$ cat src/rtl/kill_go_pkg.sv
// Shared state encoding for the go/kill/done job initiator.
// Also holds the saturating increment used by the abort counter.
package kill_go_pkg;

  typedef enum logic [1:0] {
    ST_IDLE   = 2'd0,
    ST_LAUNCH = 2'd1,
    ST_WAIT   = 2'd2,
    ST_KILL   = 2'd3
  } kg_state_e;

  function automatic logic [7:0] sat_inc8(input logic [7:0] v);
    return (v == 8'hFF) ? v : v + 8'd1;
  endfunction

endpackage

$ cat src/rtl/kg_cycle_timer.sv
// Loadable up-counter with a terminal flag.
// Stops at the terminal value instead of wrapping.
module kg_cycle_timer #(
  parameter int WIDTH = 8
) (
  input  logic             clk,
  input  logic             reset,
  input  logic             load,
  input  logic             en,
  input  logic [WIDTH-1:0] last,
  output logic             term
);

  logic [WIDTH-1:0] count;

  assign term = (count == last);

  always_ff @(posedge clk or posedge reset) begin
    if (reset) begin
      count <= '0;
    end else if (load) begin
      count <= '0;
    end else if (en && !term) begin
      count <= count + WIDTH'(1);
    end
  end

endmodule

$ cat src/rtl/kill_go_ctrl.sv
// Initiator for the go/kill/done job protocol: launch, time out,
// abort with kill, retry, then report ok or fail to the host.
module kill_go_ctrl
  import kill_go_pkg::*;
#(
  parameter int TIMEOUT   = 128,
  parameter int KILL_HOLD = 4,
  parameter int MAX_RETRY = 2
) (
  input  logic       clk,
  input  logic       reset,
  input  logic       req,
  output logic       req_ack,
  output logic       busy,
  output logic       go,
  output logic       kill,
  input  logic       done_in,
  output logic       ok,
  output logic       fail,
  output logic [1:0] attempt,
  output logic [7:0] timeouts,
  output logic       stray_done
);

  localparam int TW = $clog2(TIMEOUT);
  localparam int HW = $clog2(KILL_HOLD + 1);
  localparam logic [TW-1:0] T_LAST = TW'(TIMEOUT - 1);
  localparam logic [HW-1:0] H_LAST = HW'(KILL_HOLD - 1);
  localparam logic [1:0]    A_LAST = 2'(MAX_RETRY);

  kg_state_e  state, state_n;
  logic       accept, to_kill, ok_n, fail_n;
  logic [1:0] att_n;
  logic       wait_term, hold_term;

  // Both timers restart whenever their state is entered.
  kg_cycle_timer #(.WIDTH(TW)) u_wait_tmr (
    .clk   (clk),
    .reset (reset),
    .load  (state != ST_WAIT),
    .en    (state == ST_WAIT),
    .last  (T_LAST),
    .term  (wait_term)
  );

  kg_cycle_timer #(.WIDTH(HW)) u_hold_tmr (
    .clk   (clk),
    .reset (reset),
    .load  (state != ST_KILL),
    .en    (state == ST_KILL),
    .last  (H_LAST),
    .term  (hold_term)
  );

  always_comb begin
    state_n = state;
    accept  = 1'b0;
    to_kill = 1'b0;
    ok_n    = 1'b0;
    fail_n  = 1'b0;
    att_n   = attempt;
    unique case (state)
      ST_IDLE: begin
        if (req) begin
          accept  = 1'b1;
          att_n   = 2'd0;
          state_n = ST_LAUNCH;
        end
      end
      ST_LAUNCH: state_n = ST_WAIT;
      ST_WAIT: begin
        // done beats a coincident timeout
        if (done_in) begin
          ok_n    = 1'b1;
          state_n = ST_IDLE;
        end else if (wait_term) begin
          to_kill = 1'b1;
          state_n = ST_KILL;
        end
      end
      ST_KILL: begin
        if (hold_term) begin
          if (attempt == A_LAST) begin
            fail_n  = 1'b1;
            state_n = ST_IDLE;
          end else begin
            att_n   = attempt + 2'd1;
            state_n = ST_LAUNCH;
          end
        end
      end
      default: state_n = ST_IDLE;
    endcase
  end

  always_ff @(posedge clk or posedge reset) begin
    if (reset) begin
      state      <= ST_IDLE;
      req_ack    <= 1'b0;
      busy       <= 1'b0;
      go         <= 1'b0;
      kill       <= 1'b0;
      ok         <= 1'b0;
      fail       <= 1'b0;
      attempt    <= 2'd0;
      timeouts   <= 8'd0;
      stray_done <= 1'b0;
    end else begin
      state   <= state_n;
      req_ack <= accept;
      busy    <= (state_n != ST_IDLE);
      go      <= (state_n == ST_LAUNCH);
      kill    <= (state_n == ST_KILL);
      ok      <= ok_n;
      fail    <= fail_n;
      attempt <= att_n;
      if (to_kill) begin
        timeouts <= sat_inc8(timeouts);
      end
      if (accept) begin
        stray_done <= 1'b0;
      end else if (done_in && state != ST_WAIT) begin
        stray_done <= 1'b1;
      end
    end
  end

endmodule

$ cat config.mk
export PLATFORM = sky130hd
export DESIGN_NAME = kill_go_ctrl
export DESIGN_NICKNAME = d
export VERILOG_FILES = /design/src/rtl/kill_go_pkg.sv /design/src/rtl/kg_cycle_timer.sv /design/src/rtl/kill_go_ctrl.sv
export SDC_FILE = /design/constraint.sdc
export NUM_CORES = 1
export LEC_CHECK = 0
export CORE_UTILIZATION = 56
export CTS_CLUSTER_SIZE = 16
export DETAILED_ROUTE_END_ITERATION = 8
export GPL_ROUTABILITY_DRIVEN = 0
export HOLD_SLACK_MARGIN = 0.15
export PLACE_DENSITY = 0.83
export SETUP_SLACK_MARGIN = 0.2
export SYNTH_ARGS = -nofsm -noshare
export SYNTH_HDL_FRONTEND = slang
export SYNTH_SLANG_ARGS = --single-unit
$ cat constraint.sdc
create_clock -name clk -period 3.99 [get_ports clk]
set_clock_uncertainty 0.05 [all_clocks]
set_input_delay 0.5985 -clock clk [delete_from_list [all_inputs] [get_ports clk]]
set_output_delay 0.5985 -clock clk [all_outputs]
set_load 0.03 [all_outputs]
Word-level counts from Yosys, hierarchy flattened
Cells that the tools add are included.

word-level totals
  register bits after elaboration = 29
  bits in latches = 0
  bits in writable memories = 0
  bits in read-only memories = 0
  input bits = 4
  output and inout port bits = 17
  logic and storage cells = 70
  memories = 0

operators by class
  add/sub/neg operators = 4
  multipliers = 0
  divide/modulo/power cells = 0
  magnitude comparators = 0
  equal/unequal tests = 14
  shifts and indexed selects = 0
  mux-type cells = 26
  bitwise logic cells = 1
  reduce and logical (&&, ||, !) cells = 13

operators with widths
  cell                   number
  $mux W2                7
  $mux W7                2
  $mux W1                13
  $ne A2 B2 Y1 const B   5
  $reduce_bool A2 Y1     5
  $add A8 B1 Y8 const B  1
  $eq A2 B2 Y1 const B   4
  $eq A8 B8 Y1 const B   1
  $pmux W2 S4            1
  $add A7 B1 Y7 const B  1
  $eq A7 B7 Y1 const B   1
  $mux W3                2
  $eq A2 B1 Y1 const B   2
  $pmux W2 S2            1
  $reduce_and A4 Y1      1
  $add A3 B1 Y3 const B  1
  $eq A3 B2 Y1 const B   1
  $logic_and A1 B1 Y1    3
  $add A2 B1 Y2 const B  1
  $logic_not A1 Y1       2
  $logic_not A2 Y1       1
  $reduce_and A2 Y1      1
  $not A1 Y1             1

Longest topological paths before layout
  word-level depth = 5
  gate-level depth with buffers = 7
  mapped depth without buffers = 5

Hierarchy
From an unflattened synthesis, not the netlist that was laid out.

unflattened totals
  cells, all modules = 154
  area total of the unflattened synthesis = 1576.5 µm²

by module, submodules not included
  module                       instances  cells each  area each (µm²)  seq. area each (µm²)
  kill_go_ctrl                 1          80          888.4            475.5
  kg_cycle_timer (u_wait_tmr)  1          46          431.7            175.2
  kg_cycle_timer (u_hold_tmr)  1          28          256.5            75.1

Least setup slack after synthesis
Ideal clock, no wire load.

  path kind = register to register
  from = reg state[0]
  to = reg timeouts[1]
  library setup time = 0.128 ns
  arrival = 1.828 ns
  data required time = 3.812 ns
  setup slack = 1.984 ns
  cell stages (with the launch flop) = 8
  buffers on the path = 3
  clock period less this slack = 2.006 ns
  cells stage by stage = dfrtp_1 > buf_6 > nand2b_4 > buf_6 > or4_4 > buf_6 > nor2_2 > mux2_1

on the way
  word-level cells in the longest chain between the ends = 3

ends and longest elaborated chain
  item                         RTL line             RTL
  from (decl)                  kill_go_ctrl.sv:31   kg_state_e state, state_n;
  from (signal assigned)       kill_go_ctrl.sv:109  state <= state_n;
  $eq A2 B2 Y1                 kill_go_ctrl.sv:62   unique case (state)
  $mux W1                      kill_go_ctrl.sv:62
  $reduce_and A2 Y1 (no line)  n/a
  to (signal assigned)         kill_go_ctrl.sv:118  timeouts <= sat_inc8(timeouts);
  to (decl)                    kill_go_ctrl.sv:21   output logic [7:0] timeouts,

Every way passes these cells.
A chain may end at the register's enable or synchronous reset.

Worst setup path in the final report
  from = reg timeouts[0]
  to = out timeouts[0]

No word-level cell between the ends.

==> flow_metrics.py <==
metrics = {
    "logic_synthesis": {
        "synth_area_um2": 1350,
        "synth_cell_types": 34,
        "synth_fp_nets": 129,
        "synth_edf_count": 0,
        "synth_top_area_share_pct": 53.7,
        "synth_top_flop_cell": "dfrtp_1",
        "yosysTopAreaCell": "dfrtp_1",
        "synth_cells": 120,
        "synth_warnings": 0,
        "synth_area_leaders": "dfrtp_1 (54%), xor2_1 (5.2%), ha_1 (4.6%)",
        "synth_seq_cells": 29,
        "seq_area_frac_synth_pct": 53.7,
        "syn_area_per_cell_um2": 11.3,
        "synthArstFlopShare_pct": 100,
    },
    "critical_path": {
        "slowest_stage": "clkdlybuf4s50_1",
        "critPathRequiredTime_ps": 3340,
        "end_kind": "output pin",
        "worstPathMaxFanout": 6,
        "crit_family": "buffers and inverters",
        "path_buf_inv": 1,
        "cp_cell_sequence": "clkdlybuf4s50_1",
        "crit_path_max_incr_delay_ps": 710,
        "path_class": "reg -> out",
        "crit_path_start_kind": "register",
        "cp.arrival_ps": 1510,
    },
    "clock_tree": {
        "clkTransAtPathRegs_ps": 90,
        "clockBufferDepth": 2,
        "cts_inserted_buffers": 5,
        "htree_levels": 2,
        "tritoncts": "done",
        "worstSkewPairLatency_ps": 330,
        "cts.repair.resized": 0,
        "hold_buffers": 0,
        "cts.sinks": 29,
        "postCtsSetupBuffers": 0,
        "cts_root_buf": "clkbuf_4",
    },
    "placement": {
        "io_buffers": 20,
        "dp.cells": 162,
        "dpl-instance-area_um2": 1540,
        "dp_hpwl_um": 1640,
    },
    "drt": {
        "ant_nets": 0,
        "wire_per_inst_um": 13.8,
        "drc": 0,
        "wirelength_um": 2350,
        "dr.pass1.iters": 4,
        "drt_iter0_drc": 19,
        "vias": 953,
        "via_per_inst": 5.61,
    },
    "final_layout": {
        "diodes": 0,
        "stdcell_area_um2": 1630,
        "nNetsFinal": 150,
        "finalNonFillerCells": 170,
        "area_growth_pct": 20.4,
        "layout-drive-gt1-share_pct": 9.15,
    },
    "global_route": {
        "antenna_found_initial": 0,
        "grt_pass1_vias": 897,
        "overflow": 0,
        "grt.total_usage_pct": 22.4,
        "grt_pass1_wl_um": 4060,
        "grt_max_degree": 30,
    },
    "floorplanning": {
        "rows": 17,
        "io_pins": 21,
        "start_util_pct": 60.0,
        "die_x_um": 51.1,
        "core_area_um2": 2250,
        "die_h_um": 51.1,
        "dieArea_um2": 2620,
    },
    "power_and_ir_drop": {
        "leakage_uw": 0.000735,
        "power.density_nw_per_um2": 537,
        "peakVddDrop_mv": 0.368,
    },
    "sta": {
        "final.setup.tns_ps": 0,
        "timing.final.setup_violations": 0,
        "rsz0062_at_grt": "false",
        "final-max-slew-violation-count": 0,
        "tightest_slew_ps": 1050,
        "fmax_ghz": 0.462,
        "min_period_over_period_pct": 54.2,
        "fin_crit_ps": 2160,
        "timing_hold_violations_final": 0,
        "relSlewSlack_pct": 29.9,
    },
    "outcome": {
        "outcome": "finished, final reports clean",
    },
    "run": {
        "cap_violations": 0,
    },
    "min_path": {
        "worstHoldPathType": "reg -> reg",
    },
}
==> kinds of logic (layout without fill, tap and decap cells) <==
family	after synthesis	after routing	synth area share (%)
simple gates	46	46	20.4
flops	29	29	53.7
compound gates	14	14	6.48
xor+xnor	11	11	7.12
buf+inv	11	33	4.72
fa+ha+maj	5	5	4.63
mux	4	4	3.05
==> stage by stage <==
| step | power, µW | hold WS (ps) | utilization, % | setup slack (ps) |
|---|---|---|---|---|
| 4_1_cts | 881 | 441 | 72.2 | 1830 |
| 3_3_place_gp | 621 | 426 | 68.4 | 1600 |
| 6_report | 874 | 439 | 72.2 | 1830 |
| 5_1_grt | 925 | 460 | 72.2 | 1770 |
| 3_5_place_dp | 629 | 426 | 68.4 | 1570 |
| 2_1_floorplan | 563 | 419 | - | 1980 |
==> where the power goes <==
part,switching (µW),internal (µW),total (µW)
sequential,45.1,343,388
clock,101,150,250
combinational,136,100,236
==> cells in the mapped netlist, types with 4 or more instances <==
master	n
ha_1	5
xor2_1	8
nand3_1	4
nor2_1	11
nor3_1	6
a21oi_1	4
dfrtp_1	29
inv_1	5
nand2_1	6
==> worst reg2reg max path, stage by stage, from the launching register on <==
cell     delay [ps]
dfrtp_1         390
ha_1            230
nand3_1         130
or4_4           580
nor2_2          180
mux2_1          340
==> path summary, 6_finish.rpt <==
kind / from / slack (ps) / end / cells after the start
setup / recovery: timeouts[0] / 1830 / timeouts[0] / 1
max in group asynchronous: reset / 2470 / u_wait_tmr.count[3] / 2
hold / removal: timeouts[5] / 440 / timeouts[5] / 1
setup reg to reg: u_wait_tmr.count[0] / 1970 / timeouts[1] / 5
min in group asynchronous: reset / 760 / state[0] / 2
hold reg to reg: timeouts[5] / 440 / timeouts[5] / 1
==> cells in the final DEF, fill, tap and decap left out, types with 4 or more instances in the layout <==
cell type / instances
nand2_1: 6
inv_1: 5
nor3_1: 6
nor2_1: 11
clkbuf_4: 5
xor2_1: 8
dfrtp_1: 29
nand3_1: 4
a21oi_1: 4
clkdlybuf4s50_1: 20
ha_1: 5
==> flip-flops by register name, summed over array words and instances (netlist names) <==
| name | count |
|---|---|
| attempt | 2 |
| busy | 1 |
| fail | 1 |
| go | 1 |
| kill | 1 |
| ok | 1 |
| req_ack | 1 |
| state | 2 |
| stray_done | 1 |
| timeouts | 8 |
| u_hold_tmr.count | 3 |
| u_wait_tmr.count | 7 |
==> layout make-up <==
cell class,count,area (µm²)
clock inverter,1,30.0
inverter,5,18.8
fill,173,627
tap,28,35.0
clock buffer,7,55.1
multi-input combinational,80,563
timing repair buffer,20,200
sequential,29,726
==> routing by layer <==
layer  vias up  global-route usage [%]  part of all wire [%]
met5         -                       0                     0
met4         0                    10.6                   2.1
met3         6                    9.23                   5.7
met2        31                    34.6                    51
met1       458                    26.9                    42
li1        458                       -                     -
(Power assumes the default switching activity.)
==> patch: new RTL, same settings <==
Change the parameter `KILL_HOLD` from 4 to 8.
--- a/src/rtl/kill_go_ctrl.sv
+++ b/src/rtl/kill_go_ctrl.sv
@@ -4,7 +4,7 @@
   import kill_go_pkg::*;
 #(
   parameter int TIMEOUT   = 128,
-  parameter int KILL_HOLD = 4,
+  parameter int KILL_HOLD = 8,
   parameter int MAX_RETRY = 2
 ) (
   input  logic       clk,
Formal check against the unedited RTL: no difference found for any inputs over 10 cycles, from zero or initial values and one cycle with reset high; that may be too few to reach the edited logic, so the function may still have changed.
==> patch against the original RTL <==
  * Non-clock buffer count did not move
  * Core utilization rose by 0.41 points
  * First-iteration DRC count fell by 11%
  * Sequential cell count rose by 1
  * Sequential power rose by 3%
  * Wire length rose by 6.8%
  * Count of clock-buffer cells in the layout did not move
  * Design area fell by 0.38%
  * Highest routed layer unchanged
  * Area after synthesis fell by 1.1%
  * Setup slack improved by 0.042 ns
  * Global-route usage rose by 1.2 points
  * Power fell by 3.8%
==> patch: results <==
[outcome]
status = "finished clean"

[final_layout]
fin_nets = 157
fillers = 176
drive_gt1_share_pct = 8.00
reg.largest.list = "timeouts: 8 flops, u_wait_tmr.count: 7 flops, u_hold_tmr.count: 4 flops"

[synthesis]
synthesis.nets = 131
ys_top_cells_by_count = "dfrtp_1, nor2_1, nand2_1, nand3_1, xnor2_1"
synth.avg_cell_area_um2 = 10.9
synth_area_leaders = "dfrtp_1, xnor2_1, nor2_1"
yosysUniqueCellTypes = 30
synth_seq_area_share_pct = 56.1

[grt]
grt_pass1_vias = 969
grt_pass1_wl_um = 4420
track_usage_pct = 23.6

[detailed_routing]
drt-total-wl_um = 2510
drt_iter0_drc = 17
num_vias = 977

[clocking]
clock_latency_ns = 0.31
cts_buffers = 5

[power]
irDropWorstVdd_mv = 0.525
leakage_nw = 0.732

[critical_path]
arrival_ns = 1.47
path_delay_family = "buffers and inverters"

[placement]
pre_cts_slack_ns = 1.75
dp_cells = 170
patch: cell types whose count changed after synthesis, sizes merged, moves of 4 or more:
cell	before	now
nand2	6	11
xnor2	3	7
nor3	6	1
nor2	12	16
patch: kinds of logic after synthesis:
kind of cell | count (synthesis) | synth area share [%]
compound gates | 16 | 6.74
xor+xnor | 12 | 7.86
fa+ha+maj | 4 | 3.74
buf+inv | 6 | 2.25
flops | 30 | 56.1
mux | 1 | 1.12
simple gates | 54 | 22.2
patch: worst reg2reg max path: stages, from the launching register on:
cell	delay, ns
dfrtp_1	0.43
ha_1	0.28
nand3_1	0.24
nor4_4	0.44
nand2_2	0.14
mux2_4	0.32
patch: final timing paths:
kind	start	to	slack [ns]	depth (start not counted)
max	timeouts[2]	timeouts[2]	1.87	1
min	timeouts[5]	timeouts[5]	0.46	1
max reg2reg	u_wait_tmr.count[0]	timeouts[1]	1.98	5
min reg2reg	timeouts[5]	timeouts[5]	0.46	1
max in group asynchronous	reset	u_wait_tmr.count[2]	2.42	2
min in group asynchronous	reset	u_wait_tmr.count[0]	0.80	2
patch: final cells by class:
cell class              instances  area [µm²]  area share (%)
clock buffers                   7        55.1            3.40
clock inverters                 1        5.00           0.309
inverters                       5        18.8            1.16
multi-input cells              87         557            34.3
flip-flops and latches         30         751            46.3
well taps                      28        35.0            2.16
repair buffers                 20         200            12.3
patch: power breakdown:
group / internal (mW) / switching, mW
Combinational: 0.101 / 0.160
Sequential: 0.355 / 0.0444
Clock: 0.0853 / 0.0955
Total: 0.542 / 0.300
patch: routing by layer:
layer	global-route usage [%]	up-vias	routed length [µm]
met1	31.7	475	1180
met2	35.8	15	1200
met5	0	-	0
met4	12.0	0	34
met3	5.65	4	98
li1	-	483	-
